File: src/rtl/pipe_stage_reg.sv
// Generic pipeline stage register: valid/ready handshake, synchronous flush,
// optional two-entry skid buffer, and a saturating downstream-stall counter.
module pipe_stage_reg #(
  parameter int unsigned WIDTH       = 32,
  parameter bit          SKID        = 1'b1,
  parameter bit          ZERO_BUBBLE = 1'b1,
  parameter int unsigned CNT_W       = 16
) (
  input  logic             clk,
  input  logic             rst,
  input  logic             flush,
  input  logic             in_valid,
  output logic             in_ready,
  input  logic [WIDTH-1:0] in_data,
  output logic             out_valid,
  input  logic             out_ready,
  output logic [WIDTH-1:0] out_data,
  output logic [1:0]       occupancy,
  output logic [CNT_W-1:0] stall_cnt
);

  typedef enum logic [1:0] {EMPTY = 2'd0, ONE = 2'd1, TWO = 2'd2} state_t;

  state_t           state, state_nxt;
  logic [WIDTH-1:0] m_q, s_q;
  logic             acc, fire;
  logic             load_in, load_skid, shift;

  assign acc       = in_valid && in_ready;
  assign fire      = out_valid && out_ready;
  assign out_valid = (state != EMPTY);
  assign occupancy = state;
  assign out_data  = (ZERO_BUBBLE && state == EMPTY) ? '0 : m_q;

  always_ff @(posedge clk or posedge rst) begin
    if (rst) state <= EMPTY;
    else     state <= state_nxt;
  end

  // Flush overrides everything: handshakes still complete, but nothing is loaded.
  always_comb begin
    state_nxt = state;
    load_in   = 1'b0;
    load_skid = 1'b0;
    shift     = 1'b0;
    if (flush) begin
      state_nxt = EMPTY;
    end else begin
      case (state)
        EMPTY: if (acc) begin
          load_in   = 1'b1;
          state_nxt = ONE;
        end
        ONE: begin
          if (acc && fire) begin
            load_in = 1'b1;
          end else if (acc && SKID) begin
            load_skid = 1'b1;
            state_nxt = TWO;
          end else if (fire) begin
            state_nxt = EMPTY;
          end
        end
        TWO: if (fire) begin
          shift     = 1'b1;
          state_nxt = ONE;
        end
        default: state_nxt = EMPTY;
      endcase
    end
  end

  always_ff @(posedge clk or posedge rst) begin
    if (rst) begin
      m_q <= '0;
      s_q <= '0;
    end else begin
      if (load_in)    m_q <= in_data;
      else if (shift) m_q <= s_q;
      if (load_skid)  s_q <= in_data;
    end
  end

  generate
    if (SKID) begin : g_skid
      // Registered ready: breaks the out_ready -> in_ready path upstream.
      logic rdy_q;
      always_ff @(posedge clk or posedge rst) begin
        if (rst) rdy_q <= 1'b0;
        else     rdy_q <= (state_nxt != TWO);
      end
      assign in_ready = rdy_q;
    end else begin : g_noskid
      logic en_q;
      always_ff @(posedge clk or posedge rst) begin
        if (rst) en_q <= 1'b0;
        else     en_q <= 1'b1;
      end
      assign in_ready = en_q && (!out_valid || out_ready);
    end
  endgenerate

  always_ff @(posedge clk or posedge rst) begin
    if (rst) begin
      stall_cnt <= '0;
    end else if (out_valid && !out_ready && stall_cnt != {CNT_W{1'b1}}) begin
      stall_cnt <= stall_cnt + CNT_W'(1);
    end
  end

endmodule

File: config.mk
export PLATFORM = sky130hd
export DESIGN_NAME = pipe_stage_reg
export DESIGN_NICKNAME = d
export VERILOG_FILES = /design/src/rtl/pipe_stage_reg.sv
export SDC_FILE = /design/constraint.sdc
export NUM_CORES = 1
export LEC_CHECK = 0
export CORE_ASPECT_RATIO = 1.5
export CORE_MARGIN = 5
export CORE_UTILIZATION = 46
export DETAILED_ROUTE_END_ITERATION = 6
export PLACE_DENSITY = 0.83
export SKIP_LAST_GASP = 1
export SLEW_MARGIN = 10
export SYNTH_ARGS = -nofsm -noshare
export SYNTH_HDL_FRONTEND = slang
export SYNTH_SLANG_ARGS = --single-unit
File: constraint.sdc
create_clock -name clk -period 2.45 [get_ports clk]
set_clock_uncertainty 0.15 [all_clocks]
set_input_delay 0.3675 -clock clk [delete_from_list [all_inputs] [get_ports clk]]
set_output_delay 0.3675 -clock clk [all_outputs]
set_load 0.1 [all_outputs]
Yosys cells after proc, flatten, opt, wreduce, memory -nomap -nowiden
Index checks and enable logic that the tools add are counted.
{"block": "word_totals", "reg_bits": 83, "word_cells": 39, "inputBits": 37, "output_inout_bits": 52}
{"block": "classes", "add_sub_neg": 1, "n_reduce_logical": 9, "n_eq_ne": 4, "mux": 20}
{"op": "32-bit 2-to-1 mux", "count": 3}
{"op": "16-bit by 1-bit adder with 16-bit output (second input constant)", "count": 1}
{"op": "16-bit inequality test (second input constant)", "count": 1}
{"op": "2-bit 2-to-1 mux", "count": 6}
{"op": "1-bit 2-to-1 mux", "count": 9}
{"op": "2-bit one-hot mux with 3 select lines", "count": 1}
{"op": "1-bit logical AND", "count": 5}
{"op": "2-bit nonzero test", "count": 2}
{"op": "2-bit by 1-bit equality test with 1-bit output (second input constant)", "count": 1}
{"op": "2-bit equality test (second input constant)", "count": 1}
{"op": "2-bit zero test", "count": 1}
{"op": "2-bit inequality test (second input constant)", "count": 1}
{"op": "1-bit one-hot mux with 2 select lines", "count": 1}
{"op": "1-bit zero test", "count": 1}

Logic depth before layout (Yosys ltp)
Gate-level depths: netlist of run 1.
{"block": "depth", "depth_word": 8, "depth_mapped": 7, "mapped_depth_nobuf": 5}

Worst setup path before layout of run 1
No wires, ideal clock.
{"block": "synth_path", "path_type": "register -> output", "start": "register state[1] (netlist: occupancy[1])", "end": "output out_data[10]", "arrival_time_ns": 2.981, "required_time_ns": 1.933, "path_buffers": 3, "path_stages_with_launch": 6, "slack_ns": -1.048, "path_cell_list": "dfrtp_1 > buf_6 > nor2_1 > clkbuf_1 > clkbuf_1 > nor2b_1"}
{"block": "synth_via", "elab_chain_len": 2}
{"element": "start, declared", "line": "24", "text": "state_t state, state_nxt;"}
{"element": "start signal, assigned", "line": "37", "text": "else state <= state_nxt;"}
{"element": "2-bit zero test", "line": "33", "text": "assign out_data = (ZERO_BUBBLE && state == EMPTY) ? '0 : m_q;"}
{"element": "32-bit 2-to-1 mux", "line": "33"}
{"element": "end, declared", "line": "17", "text": "output logic [WIDTH-1:0] out_data,"}
No other way between the ends.

Worst setup path after layout of run 1
{"block": "layout_path", "start": "input in_valid", "end": "register m_q[25]"}
{"block": "layout_via", "elab_chain_len": 6, "elab_cells_between_ends": 8, "classes_between": "mux (5); reduce/logical (3)"}
{"element": "start, declared", "line": "12", "text": "input logic in_valid,"}
{"element": "1-bit logical AND *", "line": "29", "text": "assign acc = in_valid && in_ready;"}
{"element": "1-bit logical AND", "line": "55", "text": "if (acc && fire) begin"}
{"element": "1-bit 2-to-1 mux", "line": "55"}
{"element": "1-bit one-hot mux with 2 select lines *", "line": "49", "text": "case (state)"}
{"element": "1-bit 2-to-1 mux *", "line": "46", "text": "if (flush) begin"}
{"element": "32-bit 2-to-1 mux or 2-bit nonzero test (tied branches)"}
{"element": "end signal, assigned", "line": "78", "text": "if (load_in) m_q <= in_data;"}
{"element": "end signal, assigned", "line": "79", "text": "else if (shift) m_q <= s_q;"}
{"element": "end, declared", "line": "25", "text": "logic [WIDTH-1:0] m_q, s_q;"}
Mark *: on every way between the ends. The rest lies on a longest branch, timed or not.
A chain may end at the register's enable or synchronous reset.

==> impl_metrics.yaml, run 1 <==
outcome:
  status: "completed"
setup_path:
  cp_slowest_cell: "or4_4"
  cp_slowest_stage_delay_ps: 530
  crit_arrival_ps: 2260
  crit_family: "buffers and inverters"
  critical_path_class: "in -> reg"
  crit_path_end_kind: "register"
  critPathMaxFanout: 22
  required_ps: 2510
  cp_cell_sequence: "clkdlybuf4s50_1 -> nand2_1 -> or4_4 -> buf_12 -> mux2_4 -> mux2_2"
  worst-path-buf-inv: 2
  start_kind: "input pin"
clock_network:
  cts_tree: "built"
  post_cts_resized: 0
  hold_buffers: 0
  cts_buffers: 9
  cts.htree.levels: 3
  clock-sinks: 83
  cts_setup_buffers: 0
  clk_latency_ps: 330
  clk_pin_slew_ps: 60
  cts_max_path_buffers: 2
  root_buffer: "clkbuf_16"
sta:
  slew_headroom: 0.5396
  hold_viol: 0
  tightest_slew_ps: 689.2
  setup_violations: 0
  drv_slew: 0
  rsz0062_at_grt: "false"
  period_share: 0.8971
  fmax_mhz: 455.0
  min_period_ps: 2198
power_and_ir_drop:
  p_sw_frac: 0.3677
  pwr-share-seq: 0.339
  p_leak_nw: 2.687
  p_comb_frac: 0.439
  p_int_mw: 3.891
  p_switching_mw: 2.263
  p_per_area_nw_per_um2: 1027
  ir_drop_mv: 0.5898
  p_clk_frac: 0.221
  p_total_mw: 6.154
final_layout:
  syn_to_final_growth_pct: 46.78
  nNetsFinal: 437
  diodes: 0
  final_layout_size_suffix_gt1_frac: 0.5693
  fillers: 580
  finalInstanceArea_um2: 5995
drt:
  drt_first_pass_iters: 4
  drt-vias-per-instance: 5.224
  ant_nets: 0
  wire_per_inst_um: 16.84
  drc: 0
  drtIter0Drc: 72
  routed_wl_um: 8654
  vias: 2685
floorplan:
  die_area_um2: 10900
  die_x_um: 86.94
  start_util: 0.4654
  rows: 42
  die_h_um: 125.4
  core-area_um2: 8776
  io_pins: 89
logic_synthesis:
  syn_area_per_cell_um2: 13.70
  ys_top_cells_by_count: "dfrtp_1, mux2_2, nor2b_1, mux2_4, xnor2_1"
  ys_seq_area_frac: 0.5086
  yosys.area.top_type: "dfrtp_1"
  netlist_area_um2: 4084
  synth.net_count: 336
  synth_edf_count: 0
  yosys.cell_types.count: 36
  synth_warnings: 0
  ys_ff_latch: 83
  synthCells: 298
  synthArstFlopShare: 1.000
  ys.flop_type: "dfrtp_1"
  ys_top_cells_by_area: "dfrtp_1, mux2_2, mux2_4, nor2b_1, xnor2_1"
  yosysTopAreaCellShare: 0.5086
  yosys.cell_count.top_type: "dfrtp_1"
global_routing:
  grt_overflow_total: 0
  grt_pass1_vias: 2944
  grt_antenna_before_repair: 0
  grt_max_degree: 45
  grt.total_usage: 0.1710
  grt_pass1_wl_um: 14540
place:
  gp_congestion: 0.8109
  dpl.hpwl_um: 6250
  io_buffers: 88
  placedInstanceArea_um2: 5683
hold_path:
  hp-class: "in -> async"
flow_run:
  drv_cap: 0
==> final timing paths <==
check	end	from	cells past startpoint	slack [ps]
setup / recovery	m_q[25]	in_valid	6	250
hold / removal	m_q[9]	rst	2	340
setup reg to reg	m_q[25]	occupancy[1]	4	320
hold reg to reg	s_q[30]	s_q[30]	1	350
max in group asynchronous	s_q[19]	rst	3	1180
min in group clk	s_q[30]	s_q[30]	1	350
==> final cells by class <==
type,instances,area (µm²),area share
multi-input cells,194,2116,0.3530
flip-flops and latches,83,2092,0.3490
repair buffers,106,1311,0.2187
clock buffers,16,311.5,0.05197
well taps,110,137.6,0.02296
inverters,5,26.28,0.004383
==> cells in the final DEF (no fill, tap or decap), types with 4 or more instances in the layout <==
cell type / netlist / final
mux2_4: 30 / 30
clkbuf_8: 0 / 6
nand4_1: 9 / 9
mux2_2: 67 / 67
nor3_1: 4 / 4
nand3_1: 6 / 6
buf_12: 2 / 34
clkdlybuf4s50_1: 0 / 36
nor2b_4: 0 / 31
dfrtp_1: 83 / 73
buf_4: 1 / 36
clkbuf_16: 0 / 9
nand2_1: 4 / 4
xor2_1: 4 / 4
dfrtp_2: 0 / 9
xnor2_1: 11 / 11
==> worst reg2reg max path: stages (launching register included) <==
cell and delay, ps:
dfrtp_2 480, or4_4 600, buf_12 200, mux2_4 320, mux2_2 270
==> sequential cells by signal (all words and copies together) (netlist names) <==
| signal | count |
|---|---|
| in_ready | 1 |
| occupancy | 2 |
| s_q | 32 |
| stall_cnt | 16 |
| m_q | 32 |
==> through the flow <==
step                instances  worst slack [ps]  TNS [ps]  utilization  hold WS, ps
floorplan                 298            -138.8     -3102            -        279.0
global route              514             169.3         0       0.6831        359.9
CTS                       514             231.8         0       0.6831        352.7
detailed placement        498            -87.71     -1576       0.6476        340.1
global placement          498            -30.42    -476.3       0.6476        330.7
finish                    514             252.2         0       0.6831        342.9
==> metal layers <==
layer,global-route usage,up-vias,part of all wire
met1,0.1963,1351,0.39
li1,-,1259,-
met5,0,-,0
met2,0.2989,61,0.55
met3,0.04345,14,0.043
met4,0.06514,0,0.022
==> kinds of logic after synthesis <==
logic type,Yosys count,share of synthesized area
AO/OA/AOI/OAI,6,0.01287
adder cells (fa/ha/maj),1,0.003063
AND/OR/NAND/NOR,74,0.1103
buffers and inverters,21,0.03554
multiplexers,98,0.2975
flip-flops,83,0.5086
XOR/XNOR,15,0.03217
==> power by group through the flow <==
stage / combinational, mW / clock (mW) / sequential [mW]
detailed placement: 2.73 / 0 / 2.11
floorplan: 1.71 / 0 / 2.37
global placement: 2.68 / 0 / 2.07
finish: 2.70 / 1.36 / 2.09
CTS: 2.74 / 1.39 / 2.09
global route: 2.82 / 1.45 / 2.14
Power figures use the tool's default switching activity.
==> run 2: changes to the inputs <==
==> constraint.sdc (replaced) <==
create_clock -name clk -period 2.45 [get_ports clk]
set_clock_uncertainty 0.15 [all_clocks]
set_input_delay 0.49 -clock clk [delete_from_list [all_inputs] [get_ports clk]]
set_output_delay 0.49 -clock clk [all_outputs]
set_load 0.1 [all_outputs]
==> run 2 against run 1 <==
Effect of this change:
- clock power decreased by 3%
- total power about the same
- clock-buffer cell count decreased by 5
- cell area about the same
- via count about the same
- maximum frequency decreased by 5.2%
- flip-flop and latch count unchanged
- non-clock buffer count decreased by 3
- die area unchanged
- register-to-register slack about the same
==> impl_metrics.yaml, run 2 (synthesis gave the netlist of run 1 again) <==
power_and_ir_drop:
  ir_drop_mv: 0.8383
  p_per_area_nw_per_um2: 1027
  p_leak_nw: 2.669
  p_total_mw: 6.155
global_routing:
  grt_pass1_wl_um: 14550
  grt_pass1_vias: 2877
  grt_antenna_before_repair: 0
  grt.total_usage: 0.1724
  grt_max_degree: 37
  grt_overflow_total: 0
drt:
  routed_wl_um: 8829
  drc: 0
  drtIter0Drc: 100
  drt-vias-per-instance: 5.256
  drt_first_pass_iters: 4
  ant_nets: 0
  vias: 2686
  wire_per_inst_um: 17.28
setup_path:
  required_ps: 1810
  start_kind: "register"
  cp_cell_sequence: "nor2_4 -> buf_4 -> nor2b_2 -> buf_12"
  crit_arrival_ps: 1680
  crit_path_end_kind: "output pin"
  r2r_cells: 5
  critical_path_class: "reg -> out"
  cp_slowest_cell: "dfrtp_2"
  critPathMaxFanout: 16
  cp_slowest_stage_delay_ps: 470
sta:
  fmax_mhz: 431.6
  setup_violations: 0
  tightest_slew_ps: 481.6
  setup_tns_ps: 0
  period_share: 0.9458
  drv_slew: 0
  rsz0062_at_grt: "false"
  hold_viol: 0
  slew_headroom: 0.6783
  min_period_ps: 2317
clock_network:
  cts_setup_buffers: 0
  cts.htree.levels: 3
  cts_buffers: 9
  cts_max_path_buffers: 2
  clk_latency_ps: 330
  clock-sinks: 83
  post_cts_resized: 0
  clk_pin_slew_ps: 60
  cts_tree: "built"
  hold_buffers: 0
  root_buffer: "clkbuf_16"
final_layout:
  layout_common_cells: "dfrtp_1, mux2_2, buf_12, clkdlybuf4s50_1, mux2_4"
  layout_commonest_cell: "dfrtp_1"
  syn_to_final_growth_pct: 46.81
  fillers: 594
  multi_input_area_um2: 2106
  register_area_um2: 2092
  instances_no_fill: 511
  final_layout_size_suffix_gt1_frac: 0.5661
  nNetsFinal: 434
  diodes: 0
  largestRegisters: "m_q (32), s_q (32), stall_cnt (16)"
place:
  gp_congestion: 0.8404
  dp_cells: 495
  io_buffers: 88
  dpl.hpwl_um: 6188
outcome:
  status: "completed"
floorplan:
  io_pins: 89
  die_h_um: 125.4
  die_x_um: 86.94
  core-area_um2: 8776
  start_util: 0.4654
  die_area_um2: 10900
  rows: 42
hold_path:
  hp-class: "reg -> reg"
  hold-path-cell-count: 1
flow_run:
  drv_cap: 0
-- run 2: worst max-delay path: cells and delay by family, from the launching register on --
| family | cells | cell delay [ps] |
|---|---|---|
| buf+inv | 2 | 590 |
| flops | 1 | 470 |
| simple gates | 2 | 270 |
-- run 2: per-stage QoR --
step	area (µm²)	hold WS (ps)	setup WS, ps	utilization
after floorplan	4345	320.6	-233.7	-
after global placement	5700	328.8	-143.3	0.6496
after detailed placement	5700	335.9	-207.7	0.6496
after CTS	5996	349.7	104.2	0.6832
after global routing	5996	361.8	60.94	0.6832
final	5996	348.2	132.8	0.6832
-- run 2: path summary, 6_finish.rpt --
path	start	end	slack [ps]
worst max-delay path	occupancy[1]	out_data[0]	130
worst min-delay path	m_q[31]	m_q[31]	350
worst max register to register	occupancy[0]	m_q[5]	310
worst min register to register	m_q[31]	m_q[31]	350
max in group asynchronous	rst	s_q[4]	1240
min in group asynchronous	rst	stall_cnt[10]	380
-- run 2: final cells by class --
| class | count | area share |
|---|---|---|
| multi-input combinational | 194 | 0.3512 |
| sequential | 83 | 0.3489 |
| timing repair buffer | 103 | 0.2233 |
| clock buffer | 11 | 0.04048 |
| tap | 110 | 0.02295 |
| clock inverter | 5 | 0.008765 |
| inverter | 5 | 0.004382 |
-- run 2: metal layers --
layer | up-vias | global-route usage | wire, µm
li1 | 1248 | - | -
met1 | 1367 | 0.2023 | 3441
met2 | 54 | 0.3007 | 4867
met3 | 17 | 0.02633 | 283
met4 | 0 | 0.08165 | 236
met5 | - | 0 | 0
-- run 2: power breakdown --
part / switching (mW) / internal [mW] / total [mW]
combinational: 1.49 / 1.24 / 2.73
sequential: 0.284 / 1.81 / 2.10
clock: 0.513 / 0.811 / 1.32
total: 2.29 / 3.87 / 6.16
==> run 3: changes to the inputs <==
CORE_ASPECT_RATIO = 1.2   (was 1.5)
CORE_UTILIZATION = 49   (was 46)
PLACE_DENSITY = 0.85   (was 0.83)
clock period = 3 ns   (was 2.45 ns; I/O delays follow)
==> run 3 against run 2 <==
Effect of this change:
- combinational power down 24%
- non-clock buffer count decreased by 6
- sequential share of layout area increased by 2.6 points
- critical path type unchanged
==> impl_metrics.yaml, run 3 (synthesis gave the netlist of run 1 again) <==
power_and_ir_drop:
  p_sw_frac: 0.4038
  pwr-share-seq: 0.380
  p_comb_frac: 0.466
  p_int_mw: 2.665
  ir_drop_mv: 0.4676
  p_switching_mw: 1.805
  p_leak_nw: 2.505
  p_per_area_nw_per_um2: 806.1
  p_total_mw: 4.470
  p_clk_frac: 0.154
floorplan:
  start_util: 0.5009
  rows: 36
  core-area_um2: 8153
  die_x_um: 93.34
  die_h_um: 110.0
  die_area_um2: 10270
  io_pins: 89
global_routing:
  grt_pass1_wl_um: 13590
  grt_overflow_total: 0
  grt_pass1_vias: 2794
  grt_max_degree: 47
  grt_antenna_before_repair: 0
  grt.total_usage: 0.1697
final_layout:
  layout_commonest_cell: "dfrtp_1"
  nNetsFinal: 428
  diodes: 0
  final_layout_size_suffix_gt1_frac: 0.5266
  syn_to_final_growth_pct: 35.78
  finalInstanceArea_um2: 5545
  layout_common_cells: "dfrtp_1, mux2_2, buf_4, clkdlybuf4s50_1, mux2_4"
  largestRegisters: "m_q (32), s_q (32), stall_cnt (16)"
  instances_no_fill: 509
  fillers: 608
sta:
  period_share: 0.8807
  drv_slew: 0
  tightest_slew_ps: 960.0
  rsz0062_at_grt: "false"
  fmax_mhz: 378.5
  setup_violations: 0
  hold_viol: 0
  setup_slack_ps: 357.8
  slew_headroom: 0.3583
  min_period_ps: 2642
  hold_slack_ps: 354.6
place:
  io_buffers: 88
  placedInstanceArea_um2: 5384
  gp_congestion: 0.8571
  dpl.hpwl_um: 6107
  dp_cells: 493
  pre_cts_ws_ps: -23.18
clock_network:
  clk_latency_ps: 340
  hold_buffers: 0
  clock-sinks: 83
  post_cts_resized: 0
  cts_max_path_buffers: 2
  cts.htree.levels: 3
  root_buffer: "clkbuf_8"
  cts_tree: "built"
  cts_buffers: 9
  cts_setup_buffers: 0
  clk_pin_slew_ps: 80
setup_path:
  crit_arrival_ps: 1890
  critPathMaxFanout: 21
  critical_path_class: "reg -> out"
  crit_path_end_kind: "output pin"
  r2r_cells: 4
  start_kind: "register"
  required_ps: 2250
drt:
  drt-vias-per-instance: 5.204
  drt_first_pass_iters: 4
  drtIter0Drc: 65
  vias: 2649
  drc: 0
  wire_per_inst_um: 16.50
  routed_wl_um: 8396
  ant_nets: 0
outcome:
  status: "completed"
flow_run:
  drv_cap: 0
hold_path:
  hp-class: "in -> async"
-- run 3: per-layer routing --
layer  vias to the layer above  share of wire  wire length [µm]  global-route usage
li1                       1230              -                 -                   -
met1                      1349           0.41              3438              0.2106
met2                        59           0.54              4544              0.3010
met3                        11          0.033               275             0.02172
met4                         0          0.016               138             0.06702
met5                         -              0                 0                   0
-- run 3: area by class of cell --
cell class	instances	area, µm²	share of cell area
Sequential cell	83	2079	0.3750
Multi-Input combinational cell	194	2048	0.3694
Timing Repair Buffer	97	1094	0.1972
Tap cell	114	142.6	0.02572
Clock buffer	11	131.4	0.02369
Clock inverter	5	30.03	0.005415
Inverter	5	20.02	0.003610
-- run 3: power by group through the flow --
| stage | logic [mW] | clock network (mW) | registers [mW] |
|---|---|---|---|
| detailed placement | 2.10 | 0 | 1.72 |
| global placement | 2.05 | 0 | 1.70 |
| finish | 2.08 | 0.688 | 1.70 |
| CTS | 2.10 | 0.704 | 1.70 |
| global route | 2.18 | 0.750 | 1.75 |
| floorplan | 1.35 | 0 | 1.92 |
-- run 3: worst paths after layout --
path | startpoint | endpoint | slack (ps)
setup / recovery | occupancy[1] | out_data[1] | 360
hold / removal | rst | s_q[26] | 350
setup reg to reg | occupancy[0] | m_q[16] | 710
hold reg to reg | m_q[19] | m_q[19] | 360
max in group asynchronous | rst | m_q[9] | 1730
min in group clk | m_q[19] | m_q[19] | 360
-- run 3: critical path: stages, from the launching register on --
cell     delay (ps)
dfrtp_2         480
nor2_4          440
buf_12          280
nor2b_1          80
buf_4           230
-- run 3: stage by stage --
stage | setup TNS (ps) | util
3_3_place_gp | 0 | 0.6604
3_5_place_dp | -260.3 | 0.6604
6_report | 0 | 0.6802
5_1_grt | 0 | 0.6802
2_1_floorplan | -2721 | -
4_1_cts | 0 | 0.6802
